[config.mk]
export PLATFORM = sky130hd
export DESIGN_NAME = write_control_param_flat
export DESIGN_NICKNAME = d
export VERILOG_FILES = /design/src/rtl/write_control_param_pkg.sv /design/src/rtl/write_control_param_if.sv /design/src/rtl/write_control_param_gray_to_binary.sv /design/src/rtl/write_control_param.sv /design/src/flat_wrapper.sv
export SDC_FILE = /design/constraint.sdc
export NUM_CORES = 1
export LEC_CHECK = 0
export CORE_MARGIN = 5
export CORE_UTILIZATION = 42
export DETAILED_ROUTE_END_ITERATION = 6
export PLACE_DENSITY = 0.75
export SYNTH_ARGS = -nofsm -noshare
export SYNTH_HDL_FRONTEND = slang
export SYNTH_SLANG_ARGS = --single-unit
[constraint.sdc]
create_clock -name wr_clk -period 2.75 [get_ports wr_clk]
set_clock_uncertainty 0.1 [all_clocks]
set_input_delay 0.4125 -clock wr_clk [delete_from_list [all_inputs] [get_ports wr_clk]]
set_output_delay 0.4125 -clock wr_clk [all_outputs]
set_load 0.02 [all_outputs]
[src/rtl/write_control_param_pkg.sv]
// Shared definitions for the FIFO write-side and read-side pointer logic.
// Holds the default address width, the depth derived from it and the Gray-code helpers.
// Both helpers work on 32-bit zero-extended values, so callers cast to/from their pointer width.
package write_control_param_pkg;

  localparam int A_LENGTH_DEF = 4;
  localparam int DEPTH_DEF    = 2 ** A_LENGTH_DEF;

  // Binary to Gray: adjacent codes differ in exactly one bit.
  function automatic logic [31:0] bin2gray(input logic [31:0] b);
    return b ^ (b >> 1);
  endfunction

  // Gray to binary: each binary bit is the XOR of all Gray bits at or above it.
  function automatic logic [31:0] gray2bin(input logic [31:0] g);
    logic [31:0] b;
    b[31] = g[31];
    for (int i = 30; i >= 0; i--) begin
      b[i] = b[i+1] ^ g[i];
    end
    return b;
  endfunction

endpackage

[src/rtl/write_control_param_if.sv]
// Write-side FIFO control bundle between the producer and the write controller.
// Ports: producer request/clear and synchronised read pointer in; RAM enable/address,
//        binary and Gray write pointers, full/almost-full flags, level and overflow out.
interface write_control_param_if #(
  parameter int A_LENGTH = write_control_param_pkg::A_LENGTH_DEF
);
  logic                enable_wr;
  logic                clr_ovf;
  logic [A_LENGTH:0]   rd_ptr_gray_sync;
  logic                enable_wr_out;
  logic [A_LENGTH:0]   wr_ptr;
  logic [A_LENGTH-1:0] b_wr_ptr;
  logic                MSB_wr_ptr;
  logic [A_LENGTH:0]   wr_ptr_gray;
  logic                f_full;
  logic                f_almost_full;
  logic [A_LENGTH:0]   wr_level;
  logic                overflow;

  // Producer side.
  modport master (
    output enable_wr, clr_ovf, rd_ptr_gray_sync,
    input  enable_wr_out, wr_ptr, b_wr_ptr, MSB_wr_ptr, wr_ptr_gray,
           f_full, f_almost_full, wr_level, overflow
  );

  // Write controller side.
  modport slave (
    input  enable_wr, clr_ovf, rd_ptr_gray_sync,
    output enable_wr_out, wr_ptr, b_wr_ptr, MSB_wr_ptr, wr_ptr_gray,
           f_full, f_almost_full, wr_level, overflow
  );
endinterface

[src/rtl/write_control_param_gray_to_binary.sv]
// Parametrised Gray-to-binary converter (XOR prefix from the MSB down), shared with the read side.
// Ports: gray_i (W bits) in, bin_o (W bits) out.
// Purely combinational; no clock, no latency.
module write_control_param_gray_to_binary #(
  parameter int W = write_control_param_pkg::A_LENGTH_DEF + 1
) (
  input  logic [W-1:0] gray_i,
  output logic [W-1:0] bin_o
);

  always_comb begin
    bin_o        = '0;
    bin_o[W-1]   = gray_i[W-1];
    for (int i = W - 2; i >= 0; i--) begin
      bin_o[i] = bin_o[i+1] ^ gray_i[i];
    end
  end

endmodule

[src/rtl/write_control_param.sv]
// Write-side FIFO control: binary/Gray write pointers, RAM write enable, full/almost-full,
// write-side occupancy and sticky overflow, all in the wr_clk domain.
// Ports: wr_clk, reset (async, active-high) and the slave side of write_control_param_if.
module write_control_param
  import write_control_param_pkg::*;
#(
  parameter int A_LENGTH  = A_LENGTH_DEF,
  parameter int AF_THRESH = 2
) (
  input  logic                  wr_clk,
  input  logic                  reset,
  write_control_param_if.slave  wif
);

  localparam int PTR_W = A_LENGTH + 1;
  localparam int DEPTH = 2 ** A_LENGTH;

  logic [PTR_W-1:0] wr_ptr_q, wr_ptr_d;
  logic [PTR_W-1:0] wr_gray_q, wr_gray_d;
  logic [PTR_W-1:0] level_q, level_d;
  logic             full_q, full_d;
  logic             afull_q, afull_d;
  logic             ovf_q, ovf_d;
  logic [PTR_W-1:0] rd_bin;
  logic             wr_acc;

  write_control_param_gray_to_binary #(.W(PTR_W)) u_rd_g2b (
    .gray_i (wif.rd_ptr_gray_sync),
    .bin_o  (rd_bin)
  );

  // A write is accepted only while not full; this also qualifies the pointer increment.
  assign wr_acc = wif.enable_wr & ~full_q;

  always_comb begin
    wr_ptr_d  = wr_ptr_q + PTR_W'(wr_acc);
    wr_gray_d = PTR_W'(bin2gray(32'(wr_ptr_d)));
    // Modulo subtraction; an out-of-range read pointer simply wraps the level.
    level_d   = wr_ptr_d - rd_bin;
    full_d    = (level_d == PTR_W'(DEPTH));
    afull_d   = (level_d >= PTR_W'(DEPTH - AF_THRESH));
    // A new overflow takes priority over a clear in the same cycle.
    if (wif.enable_wr && full_q) begin
      ovf_d = 1'b1;
    end else if (wif.clr_ovf) begin
      ovf_d = 1'b0;
    end else begin
      ovf_d = ovf_q;
    end
  end

  always_ff @(posedge wr_clk or posedge reset) begin
    if (reset) begin
      wr_ptr_q  <= '0;
      wr_gray_q <= '0;
      level_q   <= '0;
      full_q    <= 1'b0;
      afull_q   <= 1'b0;
      ovf_q     <= 1'b0;
    end else begin
      wr_ptr_q  <= wr_ptr_d;
      wr_gray_q <= wr_gray_d;
      level_q   <= level_d;
      full_q    <= full_d;
      afull_q   <= afull_d;
      ovf_q     <= ovf_d;
    end
  end

  assign wif.enable_wr_out = wr_acc;
  assign wif.wr_ptr        = wr_ptr_q;
  assign wif.b_wr_ptr      = wr_ptr_q[A_LENGTH-1:0];
  assign wif.MSB_wr_ptr    = wr_ptr_q[A_LENGTH];
  assign wif.wr_ptr_gray   = wr_gray_q;
  assign wif.f_full        = full_q;
  assign wif.f_almost_full = afull_q;
  assign wif.wr_level      = level_q;
  assign wif.overflow      = ovf_q;

endmodule

[src/flat_wrapper.sv]
// flat-port wrapper written by rule: the top's interface ports become plain ports
module write_control_param_flat import write_control_param_pkg::*;
#(
  parameter int A_LENGTH  = A_LENGTH_DEF,
  parameter int AF_THRESH = 2
)
  (wr_clk, reset, wif_enable_wr, wif_clr_ovf, wif_rd_ptr_gray_sync, wif_enable_wr_out, wif_wr_ptr, wif_b_wr_ptr, wif_MSB_wr_ptr, wif_wr_ptr_gray, wif_f_full, wif_f_almost_full, wif_wr_level, wif_overflow);
  write_control_param_if #(.A_LENGTH(A_LENGTH)) wif_i ();
  input  logic wr_clk;
  input  logic reset;
  input wire logic [$bits(wif_i.enable_wr)-1:0] wif_enable_wr;
  input wire logic [$bits(wif_i.clr_ovf)-1:0] wif_clr_ovf;
  input wire logic [$bits(wif_i.rd_ptr_gray_sync)-1:0] wif_rd_ptr_gray_sync;
  output wire logic [$bits(wif_i.enable_wr_out)-1:0] wif_enable_wr_out;
  output wire logic [$bits(wif_i.wr_ptr)-1:0] wif_wr_ptr;
  output wire logic [$bits(wif_i.b_wr_ptr)-1:0] wif_b_wr_ptr;
  output wire logic [$bits(wif_i.MSB_wr_ptr)-1:0] wif_MSB_wr_ptr;
  output wire logic [$bits(wif_i.wr_ptr_gray)-1:0] wif_wr_ptr_gray;
  output wire logic [$bits(wif_i.f_full)-1:0] wif_f_full;
  output wire logic [$bits(wif_i.f_almost_full)-1:0] wif_f_almost_full;
  output wire logic [$bits(wif_i.wr_level)-1:0] wif_wr_level;
  output wire logic [$bits(wif_i.overflow)-1:0] wif_overflow;
  assign wif_i.enable_wr = wif_enable_wr;
  assign wif_i.clr_ovf = wif_clr_ovf;
  assign wif_i.rd_ptr_gray_sync = wif_rd_ptr_gray_sync;
  assign wif_enable_wr_out = wif_i.enable_wr_out;
  assign wif_wr_ptr = wif_i.wr_ptr;
  assign wif_b_wr_ptr = wif_i.b_wr_ptr;
  assign wif_MSB_wr_ptr = wif_i.MSB_wr_ptr;
  assign wif_wr_ptr_gray = wif_i.wr_ptr_gray;
  assign wif_f_full = wif_i.f_full;
  assign wif_f_almost_full = wif_i.f_almost_full;
  assign wif_wr_level = wif_i.wr_level;
  assign wif_overflow = wif_i.overflow;
  write_control_param #(.A_LENGTH(A_LENGTH), .AF_THRESH(AF_THRESH)) u_core (.wr_clk(wr_clk), .reset(reset), .wif(wif_i));
endmodule
==> results of run 1 <==
-- cells in the mapped netlist, drive strengths merged (2+ instances only) --
master   n  share of area (%)
a21o     2                1.8
a21oi    2                1.2
buf      6                5.3
dfrtp   17                 50
ha       6                8.8
inv     13                5.7
nand3    3                1.8
xnor2    7                8.1
xor2     8                 11
-- report_power, final --
group / total [uW] / internal (uW) / switching, uW
Sequential: 467 / 396 / 71.5
Clock: 129 / 54.0 / 74.7
Combinational: 1540 / 820 / 719
-- flip-flops by register name, indices dropped and copies added (netlist names) --
name and count:
u_core.wif.wr_level 5, u_core.wif.wr_ptr_gray 5, u_core.wif.wr_ptr 4, u_core.wif.f_almost_full 1
u_core.wif.f_full 1, u_core.wif.overflow 1
-- layout make-up --
| cell class | count | area [sq um] |
|---|---|---|
| clock buffer | 3 | 22.5 |
| fill | 155 | 614 |
| timing repair buffer | 47 | 438 |
| inverter | 13 | 48.8 |
| sequential | 17 | 425 |
| clock inverter | 1 | 5.00 |
| multi-input combinational | 35 | 354 |
| tap | 27 | 33.8 |
-- cells in the final DEF (no fill, tap or decap) --
cell type and count:
nor2b_2 1, inv_1 13, xnor2_1 5, xnor2_2 2, clkbuf_4 3, nor3_2 1, nand2_1 1, buf_4 15
fa_2 1, dfrtp_1 17, a21oi_2 1, ha_2 1, ha_1 5, xor2_1 5, dlymetal6s2s_1 2, o21ai_0 1
a21bo_2 1, clkinv_2 1, nand3_1 3, clkdlybuf4s50_1 30, nor2_1 1, a21o_1 2, xor2_2 3, a21oi_1 1
-- logic make-up (layout without fill, tap and decap cells) --
group	after synthesis	in the layout	share of synthesized area, %
buffers and inverters	19	64	11.0
DFF	17	17	50.1
xor gates and xnor gates	15	15	19.0
adders and majority gates	7	7	11.2
and+or+nand+nor	7	7	3.97
AOI/OAI and AO/OA	6	6	4.71
-- path summary, 6_finish.rpt --
kind | start | end | slack [ns] | cells after the start
worst max-delay path | wif_enable_wr | u_core.wif.f_almost_full | 0.15 | 10
worst min-delay path | reset | u_core.wif.overflow | 0.39 | 2
worst max register to register | u_core.wif.f_full | u_core.wif.f_almost_full | 0.34 | 9
worst min register to register | u_core.wif.overflow | u_core.wif.overflow | 0.43 | 2
max in group asynchronous | reset | u_core.wif.wr_ptr_gray[3] | 1.77 | 2
min in group wr_clk | u_core.wif.overflow | u_core.wif.overflow | 0.43 | 2
-- metrics by stage --
step | utilization (%) | instance area, sq um | TNS, ns | cells
floorplan | - | 852 | 0 | 71
global placement | 65.6 | 1270 | -0.863 | 139
detailed placement | 65.6 | 1270 | -1.31 | 139
CTS | 67.5 | 1310 | 0 | 143
global route | 68.4 | 1330 | 0 | 143
finish | 68.4 | 1330 | 0 | 143
-- what timing repair did --
action	4_1_cts	5_1_grt
resized for setup	3	4
pin swaps	4	5
endpoints found under the setup margin	2	3
-- per-layer routing --
metal	wire length, um	vias up
met4	42	0
li1	-	300
met5	0	-
met3	55	4
met2	879	15
met1	612	297
-- worst max-delay path: stages --
cell and delay, ns:
clkdlybuf4s50_1 0.47, nor2b_2 0.17, ha_1 0.20, ha_1 0.20
xor2_1 0.23, ha_1 0.28, a21o_1 0.19, a21oi_2 0.16
xnor2_2 0.13, a21bo_2 0.24
==> out/results.txt, run 1 <==
Status - complete, no violations
Crit Path Class - in2reg
Final setup violating endpoints - 0
Main synth FF type - dfrtp_1
First-pass GRT wire length - 2.59 mm
M2 GR Usage - 22.0%
Max-slew violations - 0
Post-route clock period utilization - 94.6%
Gr usage total - 12.6%
Seq/Total Area, Yosys - 50.1%
Leakage - 0.000649 uW
Pwr Total - 2140 uW
Per-cell routed wire length - 11.1 um
Startpoint Class - input pin
Post-Place Setup Slack - -0.378 ns
Cell area after synthesis - 850 sq um
Clk_lat worst skew - 0.29 ns
Largest net degree at the start of global routing - 18
Die width - 55.0 um
Layout cells sized above 1 - 25.9%
Vias per cell - 4.31
Min Tclk post-route - 2.60 ns
CORE AREA - 0.00194 sq mm
P&R area growth vs syn - 56.3%
DRC Markers - 0
Routed wire length - 1.59 mm
Nets@finish - 133
H-tree level count - 1
Initial antenna violation count - 0
Critical path fanouts, max - 2
Synth cell types - 18
Antenna-violating nets left - 0
Mapped Nets - 87
Worst VDD drop - 1.32 mV
Worst-margin pin slew - 0.611 ns
GR peak layer - met2
FMAX - 385 MHz
CTS max path bufs - 2
Die area - 0.00302 sq mm
Asr flop ratio synth - 100%
Normalized max-slew margin - 59.2%
MaxCap Viol Count - 0
TritonCTS clock tree - built
Hold WC Path Type - in2async
N_diodes - 0
Clk Tree Root Cell - clkbuf_4
Cts hold-fix bufs - 0
TritonCTS buffer count - 3
Power Density - 1610 mW/mm^2
Final worst setup slack - 0.150 ns
WP data required - 2.84 ns
Pre-Repair DR Iteration Count - 2
Total congestion overflow - 0
DR iter-0 viols - 7
Post-CTS Setup Inserts - 0
Via Count - 616
Post-Syn Area per Cell - 12.0 sq um
Ys Warns - 0
Yosys reg bits - 17
CP Data Arrival Time - 2.69 ns
Input/output buffers - 32
Die height - 55.0 um
# IOs - 33
Initial Util - 43.8%
Gpl congestion - 0.761
Vias in the first global route - 612
RSZ-0062 raised after global routing - no
Syn Inst Count - 71
M3 GR Usage - 1.61%
Number of enable flip-flop cells after synthesis - 0
Site row count - 16
Clock transition at path regs - 0.10 ns
Worst setup EP type - flop
Detailed-placement wirelength estimate - 1.35 mm
Met1 GRT Util - 13.7%
Clock sinks - 17
Hold Vio Cnt, Final - 0
WHS - 0.386 ns
Power figures use the tool's default switching activity.
==> inputs of run 2 (changes only) <==
Settings changed: ABC_AREA from default to 0, CTS_CLUSTER_DIAMETER from default to 60.
==> results of run 2 <==
The final DEF is identical to that of run 1; final timing and power are the same.
==> inputs of run 3 (changes only) <==
Settings changed: ABC_CLOCK_PERIOD_IN_PS from default to 2750, HOLD_SLACK_MARGIN from default to 0.06.
==> results of run 3 <==
The final DEF is identical to that of run 1; final timing and power are the same.
